==> src/rtl/unit_nxm_pkg.sv <==
// Shared helpers for the bitnet unit.
//   popcount  - ones count over the low 'len' bits of a MAX_W vector
//   majority  - 1 if more than half of 'len' bits are set, osc on an exact tie
//   w_idx_t   - (row, col) weight coordinate; w_flat_idx maps it to the
//               flat weights_out bit position row*NUM_IN+col
package bitnet_unit_pkg;

  // Widest fan-in/fan-out the helper functions accept.
  localparam int MAX_W    = 64;
  // Counter width: wide enough for MAX_W, plus one bit of headroom.
  localparam int PC_MAX_W = $clog2(MAX_W + 1) + 1;
  localparam logic [PC_MAX_W-1:0] PC_ONE = PC_MAX_W'(1);

  typedef struct packed {
    logic [15:0] row;
    logic [15:0] col;
  } w_idx_t;

  function automatic int unsigned w_flat_idx(input w_idx_t idx, input int unsigned num_in);
    return int'(idx.row) * num_in + int'(idx.col);
  endfunction

  function automatic logic [PC_MAX_W-1:0] popcount(input logic [MAX_W-1:0] v,
                                                   input int unsigned    len);
    logic [PC_MAX_W-1:0] c;
    c = '0;
    for (int unsigned k = 0; k < MAX_W; k++) begin
      if (k < len && v[k]) c = c + PC_ONE;
    end
    return c;
  endfunction

  // Compare 2*count against len so odd and even lengths share one rule.
  function automatic logic majority(input logic [MAX_W-1:0] v,
                                    input int unsigned    len,
                                    input logic           osc);
    logic [PC_MAX_W:0] twice;
    logic [PC_MAX_W:0] n;
    twice = {popcount(v, len), 1'b0};
    n     = (PC_MAX_W + 1)'(len);
    if (twice > n)       return 1'b1;
    else if (twice == n) return osc;
    else                 return 1'b0;
  endfunction

endpackage

==> src/rtl/unit_nxm_if.sv <==
// Bus bundle of the bitnet unit.
//   master: drives oscillator, fd_prop, bk_prop, fin, bin (and, with
//           UNIT_NXM_WLOAD_EN defined, w_load / w_load_data); reads
//           fout, bout, weights_out.
//   slave : the unit itself (mirror directions).
interface unit_nxm_if #(
  parameter int NUM_IN  = 3,
  parameter int NUM_OUT = 2
);
  logic                       oscillator;
  logic                       fd_prop;
  logic                       bk_prop;
  logic [NUM_IN-1:0]          fin;
  logic [NUM_OUT-1:0]         bin;
  logic [NUM_OUT-1:0]         fout;
  logic [NUM_IN-1:0]          bout;
  logic [NUM_OUT*NUM_IN-1:0]  weights_out;
`ifdef UNIT_NXM_WLOAD_EN
  logic                       w_load;
  logic [NUM_OUT*NUM_IN-1:0]  w_load_data;
`endif

  modport master (
    output oscillator, fd_prop, bk_prop, fin, bin,
`ifdef UNIT_NXM_WLOAD_EN
    output w_load, w_load_data,
`endif
    input  fout, bout, weights_out
  );

  modport slave (
    input  oscillator, fd_prop, bk_prop, fin, bin,
`ifdef UNIT_NXM_WLOAD_EN
    input  w_load, w_load_data,
`endif
    output fout, bout, weights_out
  );
endinterface

==> src/rtl/unit_nxm_grad_counter.sv <==
// Per-weight gradient counter (module grad_counter).
//   clk_in, rst_n_in : clock, asynchronous active-low reset
//   en               : backward strobe, counter/weight only move when high
//   disagree         : prediction differs from the target this cycle
//   load_clr         : bulk weight load; forces w <= load_data, count <= 0
//   load_data        : weight value taken on load_clr
//   w                : the weight bit
//   count            : saturating disagreement count, never reaches THRESH
module grad_counter #(
  parameter int   CNT_W  = 4,
  parameter int   THRESH = 4,
  parameter logic W_INIT = 1'b0
) (
  input  logic             clk_in,
  input  logic             rst_n_in,
  input  logic             en,
  input  logic             disagree,
  input  logic             load_clr,
  input  logic             load_data,
  output logic             w,
  output logic [CNT_W-1:0] count
);
  localparam logic [CNT_W:0]   THR = (CNT_W + 1)'(THRESH);
  localparam logic [CNT_W-1:0] ONE = CNT_W'(1);

  // One extra bit so the threshold compare cannot alias on wrap.
  logic [CNT_W:0] inc;
  assign inc = {1'b0, count} + {1'b0, ONE};

  always_ff @(posedge clk_in or negedge rst_n_in) begin
    if (!rst_n_in) begin
      w     <= W_INIT;
      count <= '0;
    end else if (load_clr) begin
      w     <= load_data;
      count <= '0;
    end else if (en) begin
      if (disagree) begin
        if (inc == THR) begin
          w     <= ~w;
          count <= '0;
        end else begin
          count <= inc[CNT_W-1:0];
        end
      end else if (count != '0) begin
        count <= count - ONE;
      end
    end
  end
endmodule

==> src/rtl/unit_nxm.sv <==
// Bitnet unit: NUM_IN binary inputs, NUM_OUT binary outputs, a full
// NUM_OUT x NUM_IN matrix of 1-bit weights, each trained by grad_counter.
//   clk_in, rst_n_in : clock, asynchronous active-low reset
//   bus (slave)      : oscillator, fd_prop, bk_prop, fin, bin in;
//                      fout, bout, weights_out out (bit j*NUM_IN+i = w[j][i])
// Optional: define UNIT_NXM_WLOAD_EN to add w_load / w_load_data to the bus;
// a load replaces all weights and clears all counters, winning over flips.
module unit_nxm
  import bitnet_unit_pkg::*;
#(
  parameter int   NUM_IN  = 3,
  parameter int   NUM_OUT = 2,
  parameter int   CNT_W   = 4,
  parameter int   THRESH  = 4,
  parameter logic W_INIT  = 1'b0
) (
  input  logic     clk_in,
  input  logic     rst_n_in,
  unit_nxm_if.slave bus
);
  localparam int NW = NUM_OUT * NUM_IN;

  logic [NW-1:0]       w;
  logic [NW*CNT_W-1:0] cnt_flat;   // all counters, for observation
  logic [NUM_IN-1:0]   fin_q;
  logic [NUM_OUT-1:0]  fout_reg, fout_next;
  logic [NUM_IN-1:0]   bout_reg, bout_next;
  logic                wl;
  logic [NW-1:0]       wl_data;

`ifdef UNIT_NXM_WLOAD_EN
  assign wl      = bus.w_load;
  assign wl_data = bus.w_load_data;
`else
  assign wl      = 1'b0;
  assign wl_data = '0;
`endif

  genvar gi, gj;

  // Forward: XNOR-majority of fin against each weight row.
  generate
    for (gj = 0; gj < NUM_OUT; gj++) begin : g_fwd
      logic [MAX_W-1:0] agree_vec;
      always_comb begin
        agree_vec = '0;
        for (int k = 0; k < NUM_IN; k++)
          agree_vec[k] = bus.fin[k] ~^ w[gj*NUM_IN + k];
      end
      assign fout_next[gj] = majority(agree_vec, NUM_IN, bus.oscillator);
    end
  endgenerate

  // Backward: XNOR-majority of bin against each weight column.
  generate
    for (gi = 0; gi < NUM_IN; gi++) begin : g_bwd
      logic [MAX_W-1:0] agree_vec;
      always_comb begin
        agree_vec = '0;
        for (int k = 0; k < NUM_OUT; k++)
          agree_vec[k] = bus.bin[k] ~^ w[k*NUM_IN + gi];
      end
      assign bout_next[gi] = majority(agree_vec, NUM_OUT, bus.oscillator);
    end
  endgenerate

  // Gradient: prediction uses the latched fin_q so a simultaneous fd_prop
  // capture does not leak into this cycle's update.
  generate
    for (gj = 0; gj < NUM_OUT; gj++) begin : g_row
      for (gi = 0; gi < NUM_IN; gi++) begin : g_col
        localparam w_idx_t      IDX = '{row: 16'(gj), col: 16'(gi)};
        localparam int unsigned B   = w_flat_idx(IDX, NUM_IN);
        logic pred;
        assign pred = fin_q[gi] ~^ w[B];
        grad_counter #(
          .CNT_W (CNT_W),
          .THRESH(THRESH),
          .W_INIT(W_INIT)
        ) u_gc (
          .clk_in   (clk_in),
          .rst_n_in (rst_n_in),
          .en       (bus.bk_prop),
          .disagree (pred != bus.bin[gj]),
          .load_clr (wl),
          .load_data(wl_data[B]),
          .w        (w[B]),
          .count    (cnt_flat[B*CNT_W +: CNT_W])
        );
      end
    end
  endgenerate

  always_ff @(posedge clk_in or negedge rst_n_in) begin
    if (!rst_n_in) begin
      fout_reg <= '0;
      bout_reg <= '0;
      fin_q    <= '0;
    end else begin
      if (bus.fd_prop) begin
        fout_reg <= fout_next;
        fin_q    <= bus.fin;
      end
      if (bus.bk_prop) bout_reg <= bout_next;
    end
  end

  assign bus.fout        = fout_reg;
  assign bus.bout        = bout_reg;
  assign bus.weights_out = w;
endmodule
==> src/flat_wrapper.sv <==
// flat-port wrapper written by rule: the top's interface ports become plain ports
module unit_nxm_flat import bitnet_unit_pkg::*;
#(
  parameter int   NUM_IN  = 3,
  parameter int   NUM_OUT = 2,
  parameter int   CNT_W   = 4,
  parameter int   THRESH  = 4,
  parameter logic W_INIT  = 1'b0
)
  (clk_in, rst_n_in, bus_oscillator, bus_fd_prop, bus_bk_prop, bus_fin, bus_bin, bus_fout, bus_bout, bus_weights_out);
  unit_nxm_if #(.NUM_IN(NUM_IN), .NUM_OUT(NUM_OUT)) bus_i ();
  input  logic clk_in;
  input  logic rst_n_in;
  input wire logic [$bits(bus_i.oscillator)-1:0] bus_oscillator;
  input wire logic [$bits(bus_i.fd_prop)-1:0] bus_fd_prop;
  input wire logic [$bits(bus_i.bk_prop)-1:0] bus_bk_prop;
  input wire logic [$bits(bus_i.fin)-1:0] bus_fin;
  input wire logic [$bits(bus_i.bin)-1:0] bus_bin;
  output wire logic [$bits(bus_i.fout)-1:0] bus_fout;
  output wire logic [$bits(bus_i.bout)-1:0] bus_bout;
  output wire logic [$bits(bus_i.weights_out)-1:0] bus_weights_out;
  assign bus_i.oscillator = bus_oscillator;
  assign bus_i.fd_prop = bus_fd_prop;
  assign bus_i.bk_prop = bus_bk_prop;
  assign bus_i.fin = bus_fin;
  assign bus_i.bin = bus_bin;
  assign bus_fout = bus_i.fout;
  assign bus_bout = bus_i.bout;
  assign bus_weights_out = bus_i.weights_out;
  unit_nxm #(.NUM_IN(NUM_IN), .NUM_OUT(NUM_OUT), .CNT_W(CNT_W), .THRESH(THRESH), .W_INIT(W_INIT)) u_core (.clk_in(clk_in), .rst_n_in(rst_n_in), .bus(bus_i));
endmodule
==> config.mk <==
export PLATFORM = sky130hd
export DESIGN_NAME = unit_nxm_flat
export DESIGN_NICKNAME = d
export VERILOG_FILES = /design/src/rtl/unit_nxm_pkg.sv /design/src/rtl/unit_nxm_if.sv /design/src/rtl/unit_nxm_grad_counter.sv /design/src/rtl/unit_nxm.sv /design/src/flat_wrapper.sv
export SDC_FILE = /design/constraint.sdc
export NUM_CORES = 1
export LEC_CHECK = 0
export CAP_MARGIN = 10
export CORE_UTILIZATION = 50
export DETAILED_ROUTE_END_ITERATION = 8
export GPL_TIMING_DRIVEN = 0
export PLACE_DENSITY = 0.72
export SLEW_MARGIN = 10
export SYNTH_ARGS = -nofsm -noshare
export SYNTH_HDL_FRONTEND = slang
export SYNTH_SLANG_ARGS = --single-unit
==> constraint.sdc <==
create_clock -name clk_in -period 1.5 [get_ports clk_in]
set_input_delay 0.375 -clock clk_in [delete_from_list [all_inputs] [get_ports clk_in]]
set_output_delay 0.375 -clock clk_in [all_outputs]
set_load 0.01 [all_outputs]
# == After elaboration in Yosys (flattened, before gate mapping) ==
# Index checks and enable logic that the tools add are counted.
# word_totals
in_bits,10
ff_bits,38
output_inout_bits,11
# classes
reduce_logical,24
addsub,19
n_lt_le_gt_ge,5
bitwise_logic,24
eq_ne,15
muxes,38
# ops
op,count
4-bit two-way mux,18
8-bit two-way mux,7
"9-bit by 2-bit greater-than comparator with 1-bit output, second input constant",5
"4-bit by 1-bit adder with 5-bit output, second input constant",6
"5-bit by 3-bit equality test with 1-bit output, second input constant",6
"8-bit by 1-bit adder with 8-bit output, second input constant",3
"8-bit by 1-bit equality test with 1-bit output, second input constant",3
4-bit nonzero test,6
"4-bit by 1-bit subtractor with 4-bit output, second input constant",6
3-bit AND reduction,6
1-bit bitwise XNOR,18
1-bit two-way mux,13
2-bit AND reduction,6
2-bit nonzero test,6
"1-bit by 1-bit adder with 2-bit output, second input constant",4
1-bit != test,6
1-bit inverter,6

# == Logic depth before layout (Yosys ltp) ==
# depth
depth_word,8
depth_mapped,7
mapped_depth_nobuf,6

# == Hierarchy ==
# A second synthesis with hierarchy kept.
# unflattened
cells_unflattened,323
hier_area_um2,2974.1
# modules_own_cells
module,area_per_inst_um2,seq_area_each_um2,cells_per_inst,instances
grad_counter,395.4,125.1,44,6
unit_nxm,601.8,200.2,59,1

# == Least setup slack after synthesis ==
# No wires, ideal clock.
# synth_path
kind,reg-to-reg
from,register u_core.g_row[1].g_col[0].u_gc.count[0]
to,register u_core.g_row[1].g_col[0].u_gc.count[1]
stages_incl_launch_ff,7
path_buffers,0
setup_slack_ns,-0.154
period_less_slack_ns,1.654
arrival_ns,1.550
path_cell_list,dfrtp_1 > inv_1 > ha_1 > or3b_2 > nand3_1 > o21ai_0 > a221oi_1
# synth_between
elab_chain_cells,4
elab_cells_between_ends,9
# synth_rtl
item,line,text
"start, declared",unit_nxm_grad_counter.sv:21,output logic [CNT_W-1:0] count
"start signal, assigned",unit_nxm_grad_counter.sv:43,count <= inc[CNT_W-1:0];
"start signal, assigned",unit_nxm_grad_counter.sv:46,count <= count - ONE;
4-bit by 1-bit adder with 5-bit output,unit_nxm_grad_counter.sv:28,"assign inc = {1'b0, count} + {1'b0, ONE};"
5-bit by 3-bit equality test with 1-bit output,unit_nxm_grad_counter.sv:39,if (inc == THR) begin
4-bit two-way mux,unit_nxm_grad_counter.sv:39,
4-bit two-way mux,unit_nxm_grad_counter.sv:38,if (disagree) begin
# Parallel ways exist; a longest one is shown, timed or not. The select of a mux whose other input is x is not followed.
# A chain may end at the register's enable or synchronous reset.

# == Worst setup path after layout ==
# layout_path
from,register u_core.fin_q[0]
to,register u_core.g_row[0].g_col[0].u_gc.count[3]
# layout_between
elab_chain_cells,4
elab_cells_between_ends,5
# layout_rtl
item,line,text
"start, declared",unit_nxm.sv:25,logic [NUM_IN-1:0] fin_q;
"start signal, assigned",unit_nxm.sv:102,fin_q <= bus.fin;
1-bit bitwise XNOR (*),unit_nxm.sv:75,assign pred = fin_q[gi] ~^ w[B];
1-bit != test (*),unit_nxm.sv:84,".disagree (pred != bus.bin[gj]),"
2-bit nonzero test (no source line),--,
2-bit AND reduction (no source line),--,
"end signal, assigned",unit_nxm_grad_counter.sv:43,
"end signal, assigned",unit_nxm_grad_counter.sv:46,
"end, declared",unit_nxm_grad_counter.sv:21,
# Mark *: on every way between the ends. The rest lies on a longest branch, timed or not.

==> results.md <==
* Max FFs per register at 24
* Design Area, Final at 4200 µm²
* CP Cell Sequence: xor3_2 > o211a_1 > or3_1
* TritonCTS clock tree: done
* Unrepaired setup endpoints after global routing: yes
* Crit. End Element: flip-flop
* Net Sw Frac at 42.6%
* Post-synth net total at 353
* Highest clock rate at 625 MHz
* VDD IR max at 0.00118 V
* Post-Synth XOR/XNOR Area at 10.8%
* Sequential area share after synthesis at 32.1%
* Largest net degree at the start of global routing at 22
* Area post-placement at 3260 µm²
* Post-synth top flop: dfrtp_1
* Number of H-tree branching levels at 2
* Skew final at 0.0100 ns
* Post-synth cell types at 55
* Clock Path Buffers at 2
* Post-synthesis cell area at 2960 µm²
* Status: finished with violations
* Post-DP HPWL at 4460 µm
* # diodes at 0
* Total grt overflow at 0
* Number of global-route vias before repair at 2,585
* Period utilization at 107%
* Clock transition at path regs at 0.08 ns
* Total of max-cap violations at 0
* Area contributors post-synth: dfrtp_1, ha_1, xnor2_1
* IO Count at 21
* Drt wl/cell at 17.7 µm
* ANT nets after route at 0
* Sequential Power Share at 24.2%
* Gpl congestion at 0.817
* Pint at 5.22 mW
* Failing checks: negative setup slack
* Syn. warnings at 0
* Overall die area at 6230 µm²
* Max incr delay on CP at 0.48 ns
* Initial DRC Count at 152
* PortBufs at 16
* Comb pwr share at 67.6%
* P_leak at 1.86 nW
* Final setup margin at -0.0991 ns
* Required @ worst endpoint at 1.68 ns
* Area grow syn2layout at 41.7%
* FP Rows at 27
* Final number of setup-violating endpoints at 20
* Final max-slew violation count at 0
* Fin. Hold Viols at 0
* Asr flop ratio synth at 100%
* DRC at 0
* Startpoint type of the worst setup path: flip-flop
* Worst rel slew slack at 59.0%
* Clk_lat worst skew at 0.30 ns
* Core ar. at 5610 µm²
* Pwr Total at 9.11 mW
* GRT Util Overall at 25.0%
* Synth Area in Adders at 10.6%
* Biggest regs: u_core.g_row.g_col.u_gc.count (24), u_core.g_row.g_col.u_gc.w (6)
* Nets at 428
* Largest Register: u_core.g_row.g_col.u_gc.count
* Die width at 78.9 µm
* Synth Area in Compound Gates at 16.9%
* Starting density of the core at 52.8%
* Number of flops mapped to enable cells by yosys at 0
* Largest family of logic cells by synthesized area: compound AO/OA/AOI/OAI gates
* Clock share of power at 8.3%
* Post-synth top area share at 32.1%
* Sink Count at 38
* CP Max Fanout at 5
* Slew @ Worst Pin at 0.615 ns
* Crit path kind: flip-flop to flip-flop
* Crit-path slowest cell: xor3_2
* Final WL at 8230 µm
* Syn Area/Cell at 9.31 µm²
* Via/cell ratio at 5.88
* Chip Height at 78.9 µm
* Proportion of synthesized area in mux cells at 5.24%
* Share of cells above drive strength 1 at 44.4%
* Pre-antenna DRT Iters at 4
* Root Driver: clkbuf_8
* CTS Buf Count at 5
* Synthesized instance count at 318
* Initial antenna violation count at 0
* Switching power at 3.88 mW
* Post-synthesis simple-gate area fraction at 16.8%
* Largest area contributor in the netlist: dfrtp_1
* Final Critical Period at 1.60 ns
* Final Core Density at 74.8%
* Pwr/cell area at 2170 nW/µm²
* Synthesized flop and latch total at 38
* CP Data Arrival Time at 1.78 ns
* Vias post-DR at 2,729
* First-pass GRT wire length at 12,100 µm
* Hold Crit Class: input port to async pin
==> final timing paths <==
kind                                                          end                from  cells past startpoint  slack (ns)
setup / recovery           u_core.g_row[0].g_col[0].u_gc.count[3]     u_core.fin_q[0]                      3        -0.1
hold / removal             u_core.g_row[0].g_col[1].u_gc.count[2]            rst_n_in                      1        0.02
setup reg to reg           u_core.g_row[0].g_col[0].u_gc.count[3]     u_core.fin_q[0]                      3        -0.1
hold reg to reg                                u_core.bus.fout[0]  u_core.bus.fout[0]                      1        0.50
max in group asynchronous  u_core.g_row[1].g_col[2].u_gc.count[0]            rst_n_in                      2        0.98
min in group clk_in        u_core.g_row[1].g_col[1].u_gc.count[0]         bus_bk_prop                      3        0.45
==> synth_stat cells (all sizes together) (2+ instances only) <==
cell    count
a211oi      2
a21boi      3
a21oi      26
a221oi      2
a31o        3
a31oi       4
buf        17
clkbuf      4
dfrtp      38
ha         25
inv        23
mux2        9
mux2i       5
nand2      23
nand2b      7
nand3       6
nand3b      2
nand4       9
nand4b      2
nor2       20
nor3        9
nor3b       3
nor4b       3
o211a       2
o211ai      4
o21a        6
o21ai      17
o311ai      2
or3         2
or3b        2
xnor2      16
xnor3       2
xor2        4
xor3        4
==> cell type report <==
cell class	instances	area [µm²]
Buffer	19	144
Clock buffer	6	82.6
Fill cell	411	1410
Inverter	24	90.1
Multi-Input combinational cell	236	2230
Sequential cell	38	962
Tap cell	72	90.1
Timing Repair Buffer	69	598
==> placed cells by master (no fill, tap or decap), drive strengths merged, types with 2 or more instances in the layout <==
master         Yosys  layout
a211oi             2       2
a21boi             3       3
a21oi             26      26
a221oi             2       2
a31o               3       3
a31oi              4       4
buf               17      70
clkbuf             4      12
clkdlybuf4s50      0       2
dfrtp             38      38
dlygate4sd2        0       9
ha                25      25
inv               23      23
mux2               9       9
mux2i              5       5
nand2             23      23
nand2b             7       7
nand3              6       6
nand3b             2       2
nand4              9       9
nand4b             2       2
nor2              20      20
nor3               9       9
nor3b              3       3
nor4b              3       3
o211a              2       2
o211ai             4       4
o21a               6       6
o21ai             17      17
o311ai             2       2
or3                2       2
or3b               2       2
xnor2             16      16
xnor3              2       2
xor2               4       4
xor3               4       5
==> metal layers <==
metal	track usage (%)	routed length, µm	up-vias
li1	-	-	1274
met3	2.53	380	13
met4	9.45	162	0
met2	43.5	4100	79
met1	32.0	3590	1363
met5	0	0	-
==> metrics by stage <==
step	std cells	hold slack, ns	setup WS, ns	TNS (ns)
CTS	443	0.0368	-0.176	-0.987
finish	464	0.0205	-0.0991	-0.764
floorplan	318	0.0794	-0.126	-0.553
global route	464	0.0568	-0.155	-2.05
detailed placement	407	0.362	-0.496	-10.80
global placement	406	0.462	-0.985	-47.70
==> repair_timing <==
item | 4_1_cts | 5_1_grt
endpoints found under the setup margin | 43 | 35
pin swaps | 17 | 30
hold buffers | 0 | 0
resized for setup | 62 | 79
buffers inserted | 29 | 21
cloned | 2 | 1
==> critical path, delay by kind of cell, from the launching register on <==
| family | cells | cell delay, ns |
|---|---|---|
| AO/OA/AOI/OAI | 1 | 0.24 |
| XOR/XNOR | 1 | 0.48 |
| AND/OR/NAND/NOR | 1 | 0.30 |
| flip-flops | 1 | 0.45 |
==> power by group through the flow <==
stage,registers [mW],clock network [mW],logic (mW)
6_report,2.20,0.752,6.15
3_5_place_dp,2.19,0,3.78
4_1_cts,2.14,0.757,4.68
5_1_grt,2.27,0.792,6.68
2_1_floorplan,2.05,0,2.93
3_3_place_gp,2.17,0,3.66
==> cells by family after synthesis <==
group	after synthesis
AND/OR/NAND/NOR	92
buffers and inverters	45
flip-flops	38
adder cells (fa/ha/maj)	25
multiplexers	14
AO/OA/AOI/OAI	78
XOR/XNOR	26
Power figures use the tool's default switching activity.
